## src/rtl/uart_tx_core_if.sv

```systemverilog
// Byte-push and status bundle between the UART register block (master)
// and the transmit core (slave).
interface uart_tx_core_if #(
  parameter int unsigned FIFO_AW = 4
);
  logic [7:0]       tx_data;
  logic             tx_wr;
  logic             rst_tx_fifo;
  logic             tx_fifo_full;
  logic             tx_fifo_empty;
  logic [FIFO_AW:0] tx_fifo_count;
  logic             tx_busy;

  modport master (
    output tx_data, tx_wr, rst_tx_fifo,
    input  tx_fifo_full, tx_fifo_empty, tx_fifo_count, tx_busy
  );

  modport slave (
    input  tx_data, tx_wr, rst_tx_fifo,
    output tx_fifo_full, tx_fifo_empty, tx_fifo_count, tx_busy
  );
endinterface

```

## src/rtl/uart_tx_core.sv

```systemverilog
// UART transmit core: byte FIFO feeding an 8N1 / 8E1 / 8O1 serialiser.
// txd is driven from a flop so the pin never glitches between states.
module uart_tx_core #(
  parameter int unsigned BAUD_DIV   = 434,
  parameter int unsigned FIFO_AW    = 4,
  parameter bit          PARITY_EN  = 1'b0,
  parameter bit          PARITY_ODD = 1'b0
) (
  input  logic          clk,
  input  logic          rst_n,
  uart_tx_core_if.slave bus,
  output logic          txd
);

  localparam int unsigned DEPTH = 1 << FIFO_AW;
  localparam int unsigned PW    = FIFO_AW + 1;
  localparam int unsigned BW    = (BAUD_DIV > 1) ? $clog2(BAUD_DIV) : 1;

  typedef enum logic [2:0] {
    S_IDLE,
    S_START,
    S_DATA,
    S_PARITY,
    S_STOP
  } state_t;

  logic [7:0]    mem [DEPTH];
  logic [PW-1:0] wr_ptr_q, rd_ptr_q;
  state_t        state_q, state_d;
  logic [BW-1:0] baud_q, baud_d;
  logic [2:0]    bit_q, bit_d;
  logic [7:0]    shift_q, shift_d;
  logic          par_q, par_d;
  logic          txd_d;
  logic          empty_c, full_c, push_c, pop_c, bit_end_c, can_start_c;
  logic [7:0]    head_c;

  // Flags decode the registered pointers only; tx_wr never reaches them combinationally.
  assign empty_c     = (wr_ptr_q == rd_ptr_q);
  assign full_c      = (wr_ptr_q[FIFO_AW] != rd_ptr_q[FIFO_AW]) &&
                       (wr_ptr_q[FIFO_AW-1:0] == rd_ptr_q[FIFO_AW-1:0]);
  assign push_c      = bus.tx_wr & ~full_c;
  assign head_c      = mem[rd_ptr_q[FIFO_AW-1:0]];
  assign bit_end_c   = (baud_q == BW'(BAUD_DIV - 1));
  // A clear in progress must not launch a frame from stale storage.
  assign can_start_c = ~empty_c & ~bus.rst_tx_fifo;

  assign bus.tx_fifo_empty = empty_c;
  assign bus.tx_fifo_full  = full_c;
  assign bus.tx_fifo_count = wr_ptr_q - rd_ptr_q;
  assign bus.tx_busy       = (state_q != S_IDLE);

  // FIFO storage, deliberately not reset.
  always_ff @(posedge clk) begin
    if (push_c && !bus.rst_tx_fifo) begin
      mem[wr_ptr_q[FIFO_AW-1:0]] <= bus.tx_data;
    end
  end

  always_ff @(posedge clk or negedge rst_n) begin
    if (!rst_n) begin
      wr_ptr_q <= '0;
      rd_ptr_q <= '0;
    end else if (bus.rst_tx_fifo) begin
      wr_ptr_q <= '0;
      rd_ptr_q <= '0;
    end else begin
      if (push_c) wr_ptr_q <= wr_ptr_q + PW'(1);
      if (pop_c)  rd_ptr_q <= rd_ptr_q + PW'(1);
    end
  end

  always_ff @(posedge clk or negedge rst_n) begin
    if (!rst_n) begin
      state_q <= S_IDLE;
      baud_q  <= '0;
      bit_q   <= '0;
      shift_q <= '0;
      par_q   <= 1'b0;
      txd     <= 1'b1;
    end else begin
      state_q <= state_d;
      baud_q  <= baud_d;
      bit_q   <= bit_d;
      shift_q <= shift_d;
      par_q   <= par_d;
      txd     <= txd_d;
    end
  end

  always_comb begin
    state_d = state_q;
    baud_d  = baud_q;
    bit_d   = bit_q;
    shift_d = shift_q;
    par_d   = par_q;
    pop_c   = 1'b0;
    txd_d   = 1'b1;

    if (state_q != S_IDLE) begin
      baud_d = bit_end_c ? '0 : baud_q + BW'(1);
    end

    case (state_q)
      S_IDLE: begin
        if (can_start_c) begin
          pop_c   = 1'b1;
          state_d = S_START;
        end
      end
      S_START: begin
        if (bit_end_c) begin
          state_d = S_DATA;
          bit_d   = '0;
        end
      end
      S_DATA: begin
        if (bit_end_c) begin
          shift_d = {1'b0, shift_q[7:1]};
          bit_d   = bit_q + 3'd1;
          if (bit_q == 3'd7) state_d = PARITY_EN ? S_PARITY : S_STOP;
        end
      end
      S_PARITY: begin
        if (bit_end_c) state_d = S_STOP;
      end
      S_STOP: begin
        if (bit_end_c) begin
          if (can_start_c) begin
            pop_c   = 1'b1;
            state_d = S_START;
          end else begin
            state_d = S_IDLE;
          end
        end
      end
      default: state_d = S_IDLE;
    endcase

    // Every START entry loads the byte, latches its parity and realigns the baud phase.
    if (pop_c) begin
      shift_d = head_c;
      par_d   = (^head_c) ^ PARITY_ODD;
      baud_d  = '0;
    end

    // Pin value follows the state being entered so it changes with the state flop.
    case (state_d)
      S_START:  txd_d = 1'b0;
      S_DATA:   txd_d = shift_d[0];
      S_PARITY: txd_d = par_d;
      default:  txd_d = 1'b1;
    endcase
  end

endmodule

```

## src/flat_wrapper.sv

```systemverilog
// flat-port wrapper written by rule: the top's interface ports become plain ports
module uart_tx_core_flat 
#(
  parameter int unsigned BAUD_DIV   = 434,
  parameter int unsigned FIFO_AW    = 4,
  parameter bit          PARITY_EN  = 1'b0,
  parameter bit          PARITY_ODD = 1'b0
)
  (clk, rst_n, txd, bus_tx_data, bus_tx_wr, bus_rst_tx_fifo, bus_tx_fifo_full, bus_tx_fifo_empty, bus_tx_fifo_count, bus_tx_busy);
  uart_tx_core_if #(.FIFO_AW(FIFO_AW)) bus_i ();
  input  logic clk;
  input  logic rst_n;
  output logic txd;
  input wire logic [$bits(bus_i.tx_data)-1:0] bus_tx_data;
  input wire logic [$bits(bus_i.tx_wr)-1:0] bus_tx_wr;
  input wire logic [$bits(bus_i.rst_tx_fifo)-1:0] bus_rst_tx_fifo;
  output wire logic [$bits(bus_i.tx_fifo_full)-1:0] bus_tx_fifo_full;
  output wire logic [$bits(bus_i.tx_fifo_empty)-1:0] bus_tx_fifo_empty;
  output wire logic [$bits(bus_i.tx_fifo_count)-1:0] bus_tx_fifo_count;
  output wire logic [$bits(bus_i.tx_busy)-1:0] bus_tx_busy;
  assign bus_i.tx_data = bus_tx_data;
  assign bus_i.tx_wr = bus_tx_wr;
  assign bus_i.rst_tx_fifo = bus_rst_tx_fifo;
  assign bus_tx_fifo_full = bus_i.tx_fifo_full;
  assign bus_tx_fifo_empty = bus_i.tx_fifo_empty;
  assign bus_tx_fifo_count = bus_i.tx_fifo_count;
  assign bus_tx_busy = bus_i.tx_busy;
  uart_tx_core #(.BAUD_DIV(BAUD_DIV), .FIFO_AW(FIFO_AW), .PARITY_EN(PARITY_EN), .PARITY_ODD(PARITY_ODD)) u_core (.clk(clk), .rst_n(rst_n), .bus(bus_i), .txd(txd));
endmodule
```

## config.mk

```make
export PLATFORM = sky130hd
export DESIGN_NAME = uart_tx_core_flat
export DESIGN_NICKNAME = d
export VERILOG_FILES = /design/src/rtl/uart_tx_core_if.sv /design/src/rtl/uart_tx_core.sv /design/src/flat_wrapper.sv
export SDC_FILE = /design/constraint.sdc
export NUM_CORES = 1
export LEC_CHECK = 0
export BUFFER_PORTS_ARGS = -buffer_cell sky130_fd_sc_hd__buf_2
export CAP_MARGIN = 10
export CORE_MARGIN = 4
export CORE_UTILIZATION = 46
export CTS_BUF_LIST = sky130_fd_sc_hd__clkbuf_8
export DETAILED_ROUTE_END_ITERATION = 8
export SLEW_MARGIN = 20
export SYNTH_ARGS = -nofsm -noshare
export SYNTH_HDL_FRONTEND = slang
export SYNTH_SLANG_ARGS = --single-unit
export TNS_END_PERCENT = 10
```

## constraint.sdc

```tcl
create_clock -name clk -period 10.2 [get_ports clk]
set_clock_uncertainty 0.05 [all_clocks]
set_input_delay 1.02 -clock clk [delete_from_list [all_inputs] [get_ports clk]]
set_output_delay 1.02 -clock clk [all_outputs]
set_load 0.01 [all_outputs]
```

==> impl_summary.txt <==
----------------------------------------------------
[Timing]
  Number of endpoints failing setup at the final stage ... 0
  Worst hold slack ... 0.4601 ns
  Unrepaired setup endpoints after global routing ... false
  Number of endpoints with negative hold slack in the final report ... 0
  Slew at the pin closest to its max-slew limit ... 1.079 ns
  Worst slew margin relative to its limit ... 27.51%
  Post-layout minimum cycle time ... 3.791 ns
  Final clock period utilization by the worst path ... 37.16%
  Aggregate negative setup slack ... 0 ns
  Max frequency ... 263.8 MHz
  Total count of max-transition violations in the final report ... 0

[Clock network]
  Root Driver ... sky130_fd_sc_hd__clkbuf_8
  Hold Buf Count CTS ... 0
  Maximum level of the CTS H-tree ... 4
  Clock latency on the worst-skew pair ... 0.45 ns
  Setup bufs post-CTS ... 0
  Number of sinks on the clock net ... 163
  Clock buffer depth ... 2
  CTS tree ... built
  Number of buffers inserted during clock tree synthesis ... 17
  Clock slew at reported path FFs ... 0.09 ns
  Resized cells post-CTS ... 0

[Route]
  Number of vias per cell after detailed routing ... 5.676
  Antenna Violating Nets Remaining ... 0
  Detailed-route via count ... 3786
  DRT iter0 DRCs ... 271
  Overall routed net length ... 14060 um
  Count of TritonRoute iterations in the first routing pass ... 5
  Post-detailed-route DRC marker count ... 0
  Post-DR wirelength/cell ... 21.08 um

[Setup path]
  Most repeated library cell on the critical path ... sky130_fd_sc_hd__nor2b_1
  Critical Path Fanout Max ... 44
  Delay of the slowest critical-path stage ... 0.87 ns
  Critical path capture point type ... register
  Cells along the critical path ... buf_4 > ha_1 > nand4_1 > nor2b_1 > nor2b_1 > nor2b_1 > nand2_1 > nor3_1
  CP required ... 10.21 ns
  Highest-delay cell along the critical path ... sky130_fd_sc_hd__nor3_1
  Type of the worst setup path ... register to register
  Source of the worst register-to-register timing path ... u_core.rd_ptr_q[0]
  Worst setup startpoint ... u_core.rd_ptr_q[0]
  Arrival time of data at the critical path endpoint ... 3.80 ns
  Critical Path Start Type ... register

[Place]
  Post-DP HPWL ... 9356 um
  Port Buf Inserts ... 20
  Cell area reported after detailed placement ... 7243 um2
  Routability congestion estimate from global placement ... 0.8297
  Number of placed cells counting well taps ... 635

[Global routing]
  Vias in the first global route ... 3895
  Total global routing track utilization ... 17.06%
  Largest net degree at the start of global routing ... 45
  Antenna violations before repair ... 0
  Global-route wire length before repair ... 22270 um
  Overflow left after global routing ... 0

[Power]
  P per Cell Area ... 170.3 nW/um2
  Final total power ... 0.001292 W
  IR Drop Worst-Case VDD ... 0.00009022 V
  Leakage power summed over all cells ... 2.607 nW

[Cells and area]
  Final instance area ... 7587 um2
  Most used cells in the layout excluding fill and tap cells ... sky130_fd_sc_hd__edfxtp_1, sky130_fd_sc_hd__dfrtp_1, sky130_fd_sc_hd__nor2_1
  # fillers ... 1211
  Register cell area after layout ... 4722 um2
  Post-route insts no fill ... 667
  Most common library cell in the layout ignoring fill and taps ... sky130_fd_sc_hd__edfxtp_1
  Share of cells above drive strength 1 ... 19.05%
  Area taken by multi-input logic gates ... 2135 um2
  Antenna cells ... 0
  Nets@finish ... 496
  Area delta synth->final ... 8.383%

[Floorplan]
  Die Wd ... 131.4 um
  I/O pin count ... 21
  Starting density of the core ... 47.63%
  Die extent in y ... 131.4 um
  Cell row count ... 44
  Die Outline Area ... 17260 um2
  Core area ... 14700 um2

[Yosys]
  Count of different cell masters after synthesis ... 38
  Synthesized area per cell ... 15.59 um2
  Post-synthesis cell type with the largest combined area ... sky130_fd_sc_hd__edfxtp_1
  Share of the yosys chip area belonging to registers ... 67.44%
  Number of flip-flops and latches in the synthesized netlist ... 163
  Mapped cell area ... 7000 um2
  Area share of the largest cell type after synthesis ... 54.91%
  YS warnings ... 0
  Syn Inst Count ... 449
  Mapped Nets ... 475
  Cells taking the most area after synthesis ... sky130_fd_sc_hd__edfxtp_1, sky130_fd_sc_hd__dfrtp_1, sky130_fd_sc_hd__mux4_2, sky130_fd_sc_hd__mux2i_1, sky130_fd_sc_hd__ha_1

[Min path]
  HP Class ... register to register
  Start point of the worst min-delay path ... u_core.shift_q[7]

[Run status]
  Result of the run ... completed

[Flow run]
  Number of max-capacitance violations reported ... 0

----------------------------------------------------
-- worst paths after layout --
path                            slack [ns]  depth (start not counted)                 end
worst max-delay path                  6.41                          8    u_core.mem[0][7]
worst min-delay path                  0.46                          2   u_core.shift_q[7]
worst max register to register        6.41                          8    u_core.mem[0][7]
worst min register to register        0.46                          2   u_core.shift_q[7]
max in group asynchronous             8.94                          1  u_core.rd_ptr_q[0]
min in group asynchronous             0.59                          1   u_core.state_q[2]
-- metrics by stage --
step | setup slack [ns] | util (%)
2_1_floorplan | 6.910 | -
3_3_place_gp | 6.536 | 49.28
3_5_place_dp | 6.447 | 49.28
4_1_cts | 6.414 | 51.62
5_1_grt | 6.123 | 51.62
6_report | 6.409 | 51.62
-- registers in the layout, indices dropped and copies added (netlist names) --
name             cells
u_core.par_q         1
u_core.bit_q         3
u_core.txd           1
u_core.shift_q       8
u_core.baud_q        9
u_core.rd_ptr_q      5
u_core.mem         128
u_core.state_q       3
u_core.wr_ptr_q      5
-- synthesized netlist by cell type --
master                      number
sky130_fd_sc_hd__buf_1           3
sky130_fd_sc_hd__nand4_1         5
sky130_fd_sc_hd__nor2_1         32
sky130_fd_sc_hd__nor2b_1         5
sky130_fd_sc_hd__and4b_1         1
sky130_fd_sc_hd__nand2_1        26
sky130_fd_sc_hd__nand3_1         8
sky130_fd_sc_hd__dfstp_2         1
sky130_fd_sc_hd__a21oi_1        15
sky130_fd_sc_hd__inv_1          10
sky130_fd_sc_hd__nor3b_1         1
sky130_fd_sc_hd__mux2_2          8
sky130_fd_sc_hd__or3_1           4
sky130_fd_sc_hd__mux2_1          6
sky130_fd_sc_hd__edfxtp_1      128
sky130_fd_sc_hd__o31ai_1         2
sky130_fd_sc_hd__o32ai_1         1
sky130_fd_sc_hd__and3_1          6
sky130_fd_sc_hd__xor2_1          7
sky130_fd_sc_hd__mux4_2         24
sky130_fd_sc_hd__o21ai_1        25
sky130_fd_sc_hd__o21ai_0         2
sky130_fd_sc_hd__a2bb2oi_1       8
sky130_fd_sc_hd__nand2b_1        4
sky130_fd_sc_hd__dfrtp_1        34
sky130_fd_sc_hd__buf_6           3
sky130_fd_sc_hd__fa_1            1
sky130_fd_sc_hd__mux2i_1        20
sky130_fd_sc_hd__buf_2           5
sky130_fd_sc_hd__inv_2           1
sky130_fd_sc_hd__clkbuf_1        9
sky130_fd_sc_hd__ha_1           13
sky130_fd_sc_hd__a21o_1          2
sky130_fd_sc_hd__a22oi_1         5
sky130_fd_sc_hd__a22oi_2         5
sky130_fd_sc_hd__and4_1          1
sky130_fd_sc_hd__xnor2_1        13
sky130_fd_sc_hd__nor3_1          5
-- logic make-up after synthesis --
kind of cell	after synthesis	synth area share, %
fa+ha+maj	14	2.610
simple gates	98	6.559
compound gates	65	5.987
xor+xnor	20	2.502
mux	58	12.83
buf+inv	31	2.073
flops	163	67.44
-- worst max-delay path, delay by kind of cell, from the launching register on --
kind | cells | cell delay [ns]
and+or+nand+nor | 6 | 2.01
DFF | 1 | 0.35
buffers and inverters | 1 | 0.61
adders and majority gates | 1 | 0.37
-- metal layers --
| layer | wire [um] | global-route usage [%] | up-vias |
|---|---|---|---|
| li1 | - | - | 1753 |
| met1 | 6424 | 24.00 | 1911 |
| met2 | 6481 | 26.01 | 110 |
| met3 | 963 | 4.740 | 12 |
| met4 | 193 | 5.601 | 0 |
| met5 | 0 | 0 | - |
-- where the power goes --
| part | switching (W) | internal (W) |
|---|---|---|
| clock network | 0.000245 | 0.000170 |
| registers | 0.0000276 | 0.000751 |
| logic | 0.0000555 | 0.0000426 |
-- area by class of cell --
type,count,share of cell area (%)
Inverter,11,0.5442
Multi-Input combinational cell,255,28.13
Clock buffer,17,3.084
Sequential cell,163,62.24
Clock inverter,15,1.451
Tap cell,184,3.034
Timing Repair Buffer,22,1.517
No activity file was read; power rests on OpenSTA's default activity.
